### src/rtl/result_pkg.sv
// result_pkg: word indices, record layout and default widths shared by the result buffer slice.
package result_pkg;
    localparam int COORD_W      = 12;
    localparam int CAND_W       = 5;
    localparam int RECORD_WORDS = 3;

    localparam logic [1:0] WORD_X    = 2'd0;
    localparam logic [1:0] WORD_Y    = 2'd1;
    localparam logic [1:0] WORD_CAND = 2'd2;

    typedef struct packed {
        logic [COORD_W-1:0] x;
        logic [COORD_W-1:0] y;
        logic [CAND_W-1:0]  cand;
    } record_t;
endpackage

### src/rtl/result_buffer_if.sv
// result_buffer_if: record write port, serial word read port and status flags of the result buffer.
interface result_buffer_if #(
    parameter int COORD_WIDTH = 12,
    parameter int NUM_RESIZE  = 5,
    parameter int DEPTH       = 64,
    parameter int OUT_WIDTH   = 12
);
    logic                       wr_valid;
    logic                       wr_ready;
    logic [COORD_WIDTH-1:0]     wr_x;
    logic [COORD_WIDTH-1:0]     wr_y;
    logic [NUM_RESIZE-1:0]      wr_cand;
    logic                       rd_valid;
    logic                       rd_ready;
    logic [OUT_WIDTH-1:0]       rd_data;
    logic                       rd_last;
    logic [$clog2(DEPTH):0]     count;
    logic                       empty;
    logic                       full;
    logic                       overflow;
    logic                       clr_overflow;

    modport master (
        output wr_valid, wr_x, wr_y, wr_cand, rd_ready, clr_overflow,
        input  wr_ready, rd_valid, rd_data, rd_last, count, empty, full, overflow
    );

    modport slave (
        input  wr_valid, wr_x, wr_y, wr_cand, rd_ready, clr_overflow,
        output wr_ready, rd_valid, rd_data, rd_last, count, empty, full, overflow
    );
endinterface

### src/rtl/result_storage.sv
// result_storage: record array with one synchronous write port and one asynchronous read port.
module result_storage #(
    parameter int WIDTH = 29,
    parameter int DEPTH = 64
) (
    input  logic                     clk,
    input  logic                     we_i,
    input  logic [$clog2(DEPTH)-1:0] waddr_i,
    input  logic [WIDTH-1:0]         wdata_i,
    input  logic [$clog2(DEPTH)-1:0] raddr_i,
    output logic [WIDTH-1:0]         rdata_o
);
    logic [WIDTH-1:0] mem_q [DEPTH];

    always_ff @(posedge clk) begin
        if (we_i) mem_q[waddr_i] <= wdata_i;
    end

    assign rdata_o = mem_q[raddr_i];
endmodule

### src/rtl/result_buffer.sv
// result_buffer: FIFO of detection records drained as x, y, cand words over valid/ready.
// Optional RESULT_BUFFER_FILTER_EN accepts but discards records with an empty candidate mask.
module result_buffer
    import result_pkg::*;
#(
    parameter int COORD_WIDTH = 12,
    parameter int NUM_RESIZE  = 5,
    parameter int DEPTH       = 64,
    parameter int OUT_WIDTH   = 12
) (
    input  logic           clk,
    input  logic           reset,
    result_buffer_if.slave bus
);
    localparam int PW = $clog2(DEPTH);
    localparam int CW = PW + 1;
    localparam int RW = 2 * COORD_WIDTH + NUM_RESIZE;

    logic [PW-1:0] head_q, head_d, tail_q, tail_d;
    logic [CW-1:0] count_q, count_d;
    logic [1:0]    w_q, w_d;
    logic          ovf_q, ovf_d;
    logic          full, empty, wr_ready, keep, push, store, adv, pop;
    logic [RW-1:0] rec;
    logic [OUT_WIDTH-1:0] word;

`ifdef RESULT_BUFFER_FILTER_EN
    assign keep = |bus.wr_cand;
`else
    assign keep = 1'b1;
`endif

    result_storage #(.WIDTH(RW), .DEPTH(DEPTH)) u_storage (
        .clk     (clk),
        .we_i    (store),
        .waddr_i (tail_q),
        .wdata_i ({bus.wr_x, bus.wr_y, bus.wr_cand}),
        .raddr_i (head_q),
        .rdata_o (rec)
    );

    always_comb begin
        full     = count_q == CW'(DEPTH);
        empty    = count_q == '0;
        wr_ready = !full && !reset;
        push     = bus.wr_valid && wr_ready;
        store    = push && keep;
        adv      = !empty && bus.rd_ready;
        pop      = adv && (w_q == 2'(RECORD_WORDS - 1));
        w_d      = adv ? (pop ? WORD_X : w_q + 2'd1) : w_q;
        head_d   = head_q + PW'(pop);
        tail_d   = tail_q + PW'(store);
        count_d  = count_q + CW'(store) - CW'(pop);
        // a refused write outranks a same-cycle clear
        ovf_d    = (bus.wr_valid && full && keep) || (ovf_q && !bus.clr_overflow);
        word     = (w_q == WORD_X) ? OUT_WIDTH'(rec[RW-1 -: COORD_WIDTH]) :
                   (w_q == WORD_Y) ? OUT_WIDTH'(rec[NUM_RESIZE +: COORD_WIDTH]) :
                                     OUT_WIDTH'(rec[NUM_RESIZE-1:0]);
    end

    always_ff @(posedge clk) begin
        if (reset) begin
            head_q  <= '0;
            tail_q  <= '0;
            count_q <= '0;
            w_q     <= WORD_X;
            ovf_q   <= 1'b0;
        end else begin
            head_q  <= head_d;
            tail_q  <= tail_d;
            count_q <= count_d;
            w_q     <= w_d;
            ovf_q   <= ovf_d;
        end
    end

    assign bus.wr_ready = wr_ready;
    assign bus.rd_valid = !empty;
    assign bus.rd_data  = empty ? '0 : word;
    assign bus.rd_last  = !empty && (w_q == WORD_CAND);
    assign bus.count    = count_q;
    assign bus.empty    = empty;
    assign bus.full     = full;
    assign bus.overflow = ovf_q;
endmodule

### src/flat_wrapper.sv
// flat-port wrapper written by rule: the top's interface ports become plain ports
module result_buffer_flat import result_pkg::*;
#(
    parameter int COORD_WIDTH = 12,
    parameter int NUM_RESIZE  = 5,
    parameter int DEPTH       = 64,
    parameter int OUT_WIDTH   = 12
)
  (clk, reset, bus_wr_valid, bus_wr_x, bus_wr_y, bus_wr_cand, bus_rd_ready, bus_clr_overflow, bus_wr_ready, bus_rd_valid, bus_rd_data, bus_rd_last, bus_count, bus_empty, bus_full, bus_overflow);
  result_buffer_if #(.COORD_WIDTH(COORD_WIDTH), .NUM_RESIZE(NUM_RESIZE), .DEPTH(DEPTH), .OUT_WIDTH(OUT_WIDTH)) bus_i ();
  input  logic clk;
  input  logic reset;
  input wire logic [$bits(bus_i.wr_valid)-1:0] bus_wr_valid;
  input wire logic [$bits(bus_i.wr_x)-1:0] bus_wr_x;
  input wire logic [$bits(bus_i.wr_y)-1:0] bus_wr_y;
  input wire logic [$bits(bus_i.wr_cand)-1:0] bus_wr_cand;
  input wire logic [$bits(bus_i.rd_ready)-1:0] bus_rd_ready;
  input wire logic [$bits(bus_i.clr_overflow)-1:0] bus_clr_overflow;
  output wire logic [$bits(bus_i.wr_ready)-1:0] bus_wr_ready;
  output wire logic [$bits(bus_i.rd_valid)-1:0] bus_rd_valid;
  output wire logic [$bits(bus_i.rd_data)-1:0] bus_rd_data;
  output wire logic [$bits(bus_i.rd_last)-1:0] bus_rd_last;
  output wire logic [$bits(bus_i.count)-1:0] bus_count;
  output wire logic [$bits(bus_i.empty)-1:0] bus_empty;
  output wire logic [$bits(bus_i.full)-1:0] bus_full;
  output wire logic [$bits(bus_i.overflow)-1:0] bus_overflow;
  assign bus_i.wr_valid = bus_wr_valid;
  assign bus_i.wr_x = bus_wr_x;
  assign bus_i.wr_y = bus_wr_y;
  assign bus_i.wr_cand = bus_wr_cand;
  assign bus_i.rd_ready = bus_rd_ready;
  assign bus_i.clr_overflow = bus_clr_overflow;
  assign bus_wr_ready = bus_i.wr_ready;
  assign bus_rd_valid = bus_i.rd_valid;
  assign bus_rd_data = bus_i.rd_data;
  assign bus_rd_last = bus_i.rd_last;
  assign bus_count = bus_i.count;
  assign bus_empty = bus_i.empty;
  assign bus_full = bus_i.full;
  assign bus_overflow = bus_i.overflow;
  result_buffer #(.COORD_WIDTH(COORD_WIDTH), .NUM_RESIZE(NUM_RESIZE), .DEPTH(DEPTH), .OUT_WIDTH(OUT_WIDTH)) u_core (.clk(clk), .reset(reset), .bus(bus_i));
endmodule
### config.mk
export PLATFORM = sky130hd
export DESIGN_NAME = result_buffer_flat
export DESIGN_NICKNAME = d
export VERILOG_FILES = /design/src/rtl/result_pkg.sv /design/src/rtl/result_buffer_if.sv /design/src/rtl/result_storage.sv /design/src/rtl/result_buffer.sv /design/src/flat_wrapper.sv
export SDC_FILE = /design/constraint.sdc
export NUM_CORES = 2
export LEC_CHECK = 0
export BUFFER_PORTS_ARGS = -buffer_cell sky130_fd_sc_hd__buf_4
export CAP_MARGIN = 5
export CORE_ASPECT_RATIO = 1.4
export CORE_MARGIN = 8
export CORE_UTILIZATION = 30
export DETAILED_ROUTE_END_ITERATION = 6
export GPL_TIMING_DRIVEN = 0
export HOLD_SLACK_MARGIN = 0.02
export PLACE_DENSITY = 0.52
export SYNTH_ARGS = -nofsm -noshare
export SYNTH_HDL_FRONTEND = slang
export SYNTH_SLANG_ARGS = --single-unit
### constraint.sdc
create_clock -name clk -period 9.42 [get_ports clk]
set_input_delay 1.884 -clock clk [delete_from_list [all_inputs] [get_ports clk]]
set_output_delay 1.884 -clock clk [all_outputs]
set_load 0.02 [all_outputs]
* Word-level counts from Yosys, hierarchy flattened
Memory sizes are Yosys's and may differ from the RTL's. A register that Yosys moved wholly into a read port is not among the register bits.
Cells that the tools add are included.
** Storage, ports and cells
- Logic and storage cells :: 35
- Memories :: 1
- RAM bits :: 1856
- Output and inout port bits :: 25
- Register bits after elaboration :: 22
- Input port bits :: 34
- Bits in latches :: 0
- ROM bits :: 0
** Memory list
- u_core.u_storage.mem_q :: depth 64, width 29, rd ports 1, clocked after memory_dff 1, wr ports 1, RTL line result_storage.sv:13 : logic [WIDTH-1:0] mem_q [DEPTH];
** Cells by class
- Muxes and demuxes :: 7
- Equal/unequal tests :: 3
- Multiply operators :: 0
- Bitwise operators :: 0
- Reduce and logical (&&, ||, !) cells :: 14
- Div/mod/pow operators :: 0
- Shift operators :: 0
- Order comparisons :: 0
- Add/subtract/negate cells :: 5
** Operators with widths (number)
- 12-bit two-way mux :: 3
- 6-bit by 1-bit adder with 6-bit output :: 2
- 7-bit by 1-bit adder with 7-bit output :: 1
- 7-bit equality test, second input constant :: 1
- 1-bit logical AND :: 7
- 7-bit logical NOT :: 1
- 7-bit by 1-bit subtractor with 7-bit output :: 1
- 6-bit two-way mux :: 1
- 1-bit logical NOT :: 4
- 2-bit by 1-bit adder with 2-bit output, second input constant :: 1
- 2-bit by 1-bit equality test with 1-bit output, second input constant :: 1
- 2-bit equality test, second input constant :: 1
- 2-bit logical NOT :: 1
- 1-bit two-way mux :: 2
- 2-bit two-way mux :: 1
- 1-bit logical OR :: 1

* Depth between registers and ports, before layout
- Word-level depth :: 6
- Depth in mapped cells :: 16
- Mapped depth without buffers :: 15

* Cells and area by module
From an unflattened synthesis, not the netlist that was laid out.
** Unflattened totals
- Cell total of the unflattened synthesis :: 3541
- Area total of the unflattened synthesis :: 73419.2 µm²
** By module, submodules not included
- result_storage :: times used 1, area each 72037.8 µm², sequential area each 55733.5 µm², cells an instance 3378
- result_buffer :: times used 1, area each 1381.3 µm², sequential area each 440.4 µm², cells an instance 163

* Least setup slack after synthesis
No wires, ideal clock.
- Kind :: input-to-reg
- Start :: in reset
- End :: mem u_core.u_storage.mem_q[62][0] (enable)
- Data required time :: 9.005 ns
- Arrival :: 4.257 ns
- Buffers on the path :: 0
- Stages :: 5
- Setup time :: 0.415 ns
- Path slack :: 4.748 ns
- Cell sequence :: a21oi_1 and2_1 nor2b_1 nand3_1 nor2_1
** On the way
- Longest elaborated chain between the ends :: 5
** Ends and longest elaborated chain
- start: declaration :: RTL line flat_wrapper.sv:12 : input logic reset;
- 1-bit logical NOT :: RTL line result_buffer.sv:45 : wr_ready = !full && !reset;
- 1-bit logical AND :: RTL line result_buffer.sv:45
- 1-bit logical AND :: RTL line result_buffer.sv:46 : push = bus.wr_valid && wr_ready;
- 1-bit two-way mux :: RTL line result_storage.sv:16 : if (we_i) mem_q[waddr_i] <= wdata_i;
- 1-bit two-way mux (not written as such) :: RTL line result_storage.sv:16
- end: declaration :: RTL line result_storage.sv:13
No other way between the ends.

==> reports/qor.txt <==
run status - completed
Synth Net Count - 3400
drt first pass iters - 6
vias in the first global route - 38400
WP data arrival - 5.60 ns
routed len/inst - 37.9 µm
worst slew pin tran - 1.45 ns
number of I/O port buffers - 58
post-synthesis simple-gate area fraction - 0.0191
total gr overflow - 0
CP required - 7.54 ns
Mapped Cells - 3354
clock-pin slew on the worst setup and hold paths - 0.06 ns
Power Total - 17.4 mW
Initial Util - 0.301
initial antenna violation count - 10
Worst-Skew Late Latency - 0.85 ns
Netlist cell types - 66
Synth Area in XOR/XNOR - 0.00156
# setup viols final - 0
postcts setup bufs - 0
Synth-to-Final Area Change - 17.9%
global-route wire length before repair - 354 mm
H-tree levels - 4
most frequent cells in the layout - edfxtp_1, mux4_2, mux2i_1
Post-Route Setup TNS - 0 ns
mux contribution to synthesized area - 0.153
Worst Path Class, Setup - reg2out
hpwl dp - 182 mm
crit-path cells - buf_2 -> buf_2 -> buf_2 -> nand2_1 -> o22ai_1 -> a211oi_1 -> nand4_1 -> nand4_1 -> buf_4
Tot GR Track Use - 0.201
CTS Sinks - 1878
CP max stage cell - o22ai_1
CTS tree - yes
core footprint - 0.242 mm²
GP Congestion - 0.843
compound-cell area share of the yosys netlist - 0.0332
hold buffers post-CTS - 0
fmax - 134 MHz
Die Area - 0.259 mm²
adder-cell area share of the yosys netlist - 0.00217
RSZ-0062 raised after global routing - no
Tmin final - 7.49 ns
Vias/cell - 5.48
Post-synth EDFFs - 1856
Max Cap Viol - 0
Routed WL - 268 mm
Worst slew margin - 0.0309
startpoint types - flop
CP Buf/Inv Count - 4
fillers - 22300
CTS Root Cell - clkbuf_16
total CTS buffers - 178
# IOs - 59
Final Skew - 0.0574 ns
Rows - 214
cell area power density - 203 mW/mm²
largest net degree at the start of global routing - 65
die width - 432 µm
CP peak stage delay - 1.25 ns
Worst VDD drop - 0.151 mV
DRC viols - 0
post-route ant nets - 0
DRT iter0 DRCs - 5312
Worst Hold Slack - 0.600 ns
CP delay by family, top - buffers and inverters
Lkg Pwr - 25.5 nW
share of cells above drive strength 1 - 0.257
die height - 599 µm
Hold WC Path Type - reg2reg
Crit path top cell by count - buf_2
YS warnings - 0
#FFs+latches synth - 1878
period utilization - 0.795
Synth Flop Type - edfxtp_1
final hold violations - 0
crit-path max FO - 10
fin. max-slew vios - 0
post-cts resize count - 0
mean area per synthesized cell - 21.7 µm²
Vias - 38800
commonest non-fill, non-tap cell in the layout - edfxtp_1
CP Capture Type - output pin
sequential fraction of the synthesis area - 0.772
ys async rst share - 0
main combinational cell family by area after synthesis - multiplexers
Synth Cell Area - 0.0728 mm²
CTS max path bufs - 4
final-stage net count - 3749
[worst min-delay path: cells and delay by family (launching register included)]
| kind | cells | cell delay (ns) |
|---|---|---|
| flip-flops | 1 | 0.32 |
| AO/OA/AOI/OAI | 1 | 0.05 |
| AND/OR/NAND/NOR | 2 | 0.20 |
[cell families after synthesis]
group                      Yosys count
xor gates and xnor gates            13
adders and majority gates           12
AOI/OAI and AO/OA                  338
and+or+nand+nor                    298
DFF                               1878
buffers and inverters              206
muxes                              609
[cell usage after synthesis, types with 22 or more instances]
| library cell | number | area share |
|---|---|---|
| a221oi_1 | 42 | 0.0051 |
| mux4_1 | 41 | 0.015 |
| a31oi_1 | 22 | 0.0019 |
| o22ai_1 | 42 | 0.0036 |
| nand3_1 | 25 | 0.0017 |
| buf_2 | 67 | 0.0046 |
| nand2_1 | 85 | 0.0044 |
| nor2_1 | 100 | 0.0052 |
| dfxtp_1 | 22 | 0.0060 |
| o21ai_0 | 28 | 0.0019 |
| a211oi_1 | 49 | 0.0051 |
| edfxtp_1 | 1856 | 0.77 |
| mux2i_1 | 205 | 0.028 |
| a22oi_1 | 32 | 0.0033 |
| a21oi_1 | 42 | 0.0029 |
| clkbuf_1 | 55 | 0.0028 |
| o221ai_1 | 26 | 0.0031 |
| mux4_2 | 350 | 0.11 |
[area by class of cell]
| cell class | instances | area [µm²] | share of cell area |
|---|---|---|---|
| Clock buffer | 217 | 4660 | 0.0543 |
| Clock inverter | 94 | 861 | 0.0100 |
| Timing Repair Buffer | 169 | 2990 | 0.0348 |
| Tap cell | 3240 | 4050 | 0.0472 |
| Buffer | 187 | 1330 | 0.0155 |
| Multi-Input combinational cell | 1270 | 15700 | 0.183 |
| Antenna cell | 4 | 10.0 | 0.000117 |
| Sequential cell | 1878 | 56200 | 0.654 |
| Inverter | 19 | 71.3 | 0.000831 |
[layer usage]
layer  vias up  track usage  routed length [µm]
li1      14900            -                   -
met1     21100        0.235               94900
met2      2184        0.350              135000
met3       615       0.0307               19100
met4         4        0.123               19700
met5         -            0                  23
[where the power goes]
part / internal [mW] / switching [mW] / total (mW)
clock network: 3.91 / 3.16 / 7.07
logic: 0.348 / 0.741 / 1.09
registers: 9.21 / 0.0210 / 9.23
total: 13.5 / 3.92 / 17.4
[state kept, by name, indices dropped and copies added, names as in the netlist]
register and cells:
u_core.u_storage.mem_q 1856, u_core.bus.count 7, u_core.head_q 6, u_core.tail_q 6, u_core.w_q 2, u_core.bus.overflow 1
[worst paths after layout]
check,to,startpoint,cells after the start,slack (ns)
hold / removal,u_core.bus.overflow,u_core.bus.overflow,3,0.60
setup reg to reg,u_core.u_storage.mem_q[14][1],u_core.bus.count[2],9,5.10
hold reg to reg,u_core.bus.overflow,u_core.bus.overflow,3,0.60
setup / recovery,bus_rd_data[5],u_core.head_q[2],9,1.93
[through the flow]
step | setup WS [ns] | utilization | instances | area, µm²
floorplan | 4.75 | - | 3354 | 72800
global placement | 1.08 | 0.319 | 6652 | 77300
CTS | 1.90 | 0.355 | 7073 | 85800
finish | 1.93 | 0.355 | 7078 | 85900
global route | 2.01 | 0.355 | 7076 | 85900
detailed placement | 2.79 | 0.332 | 6762 | 80300
(Power assumes the default switching activity.)
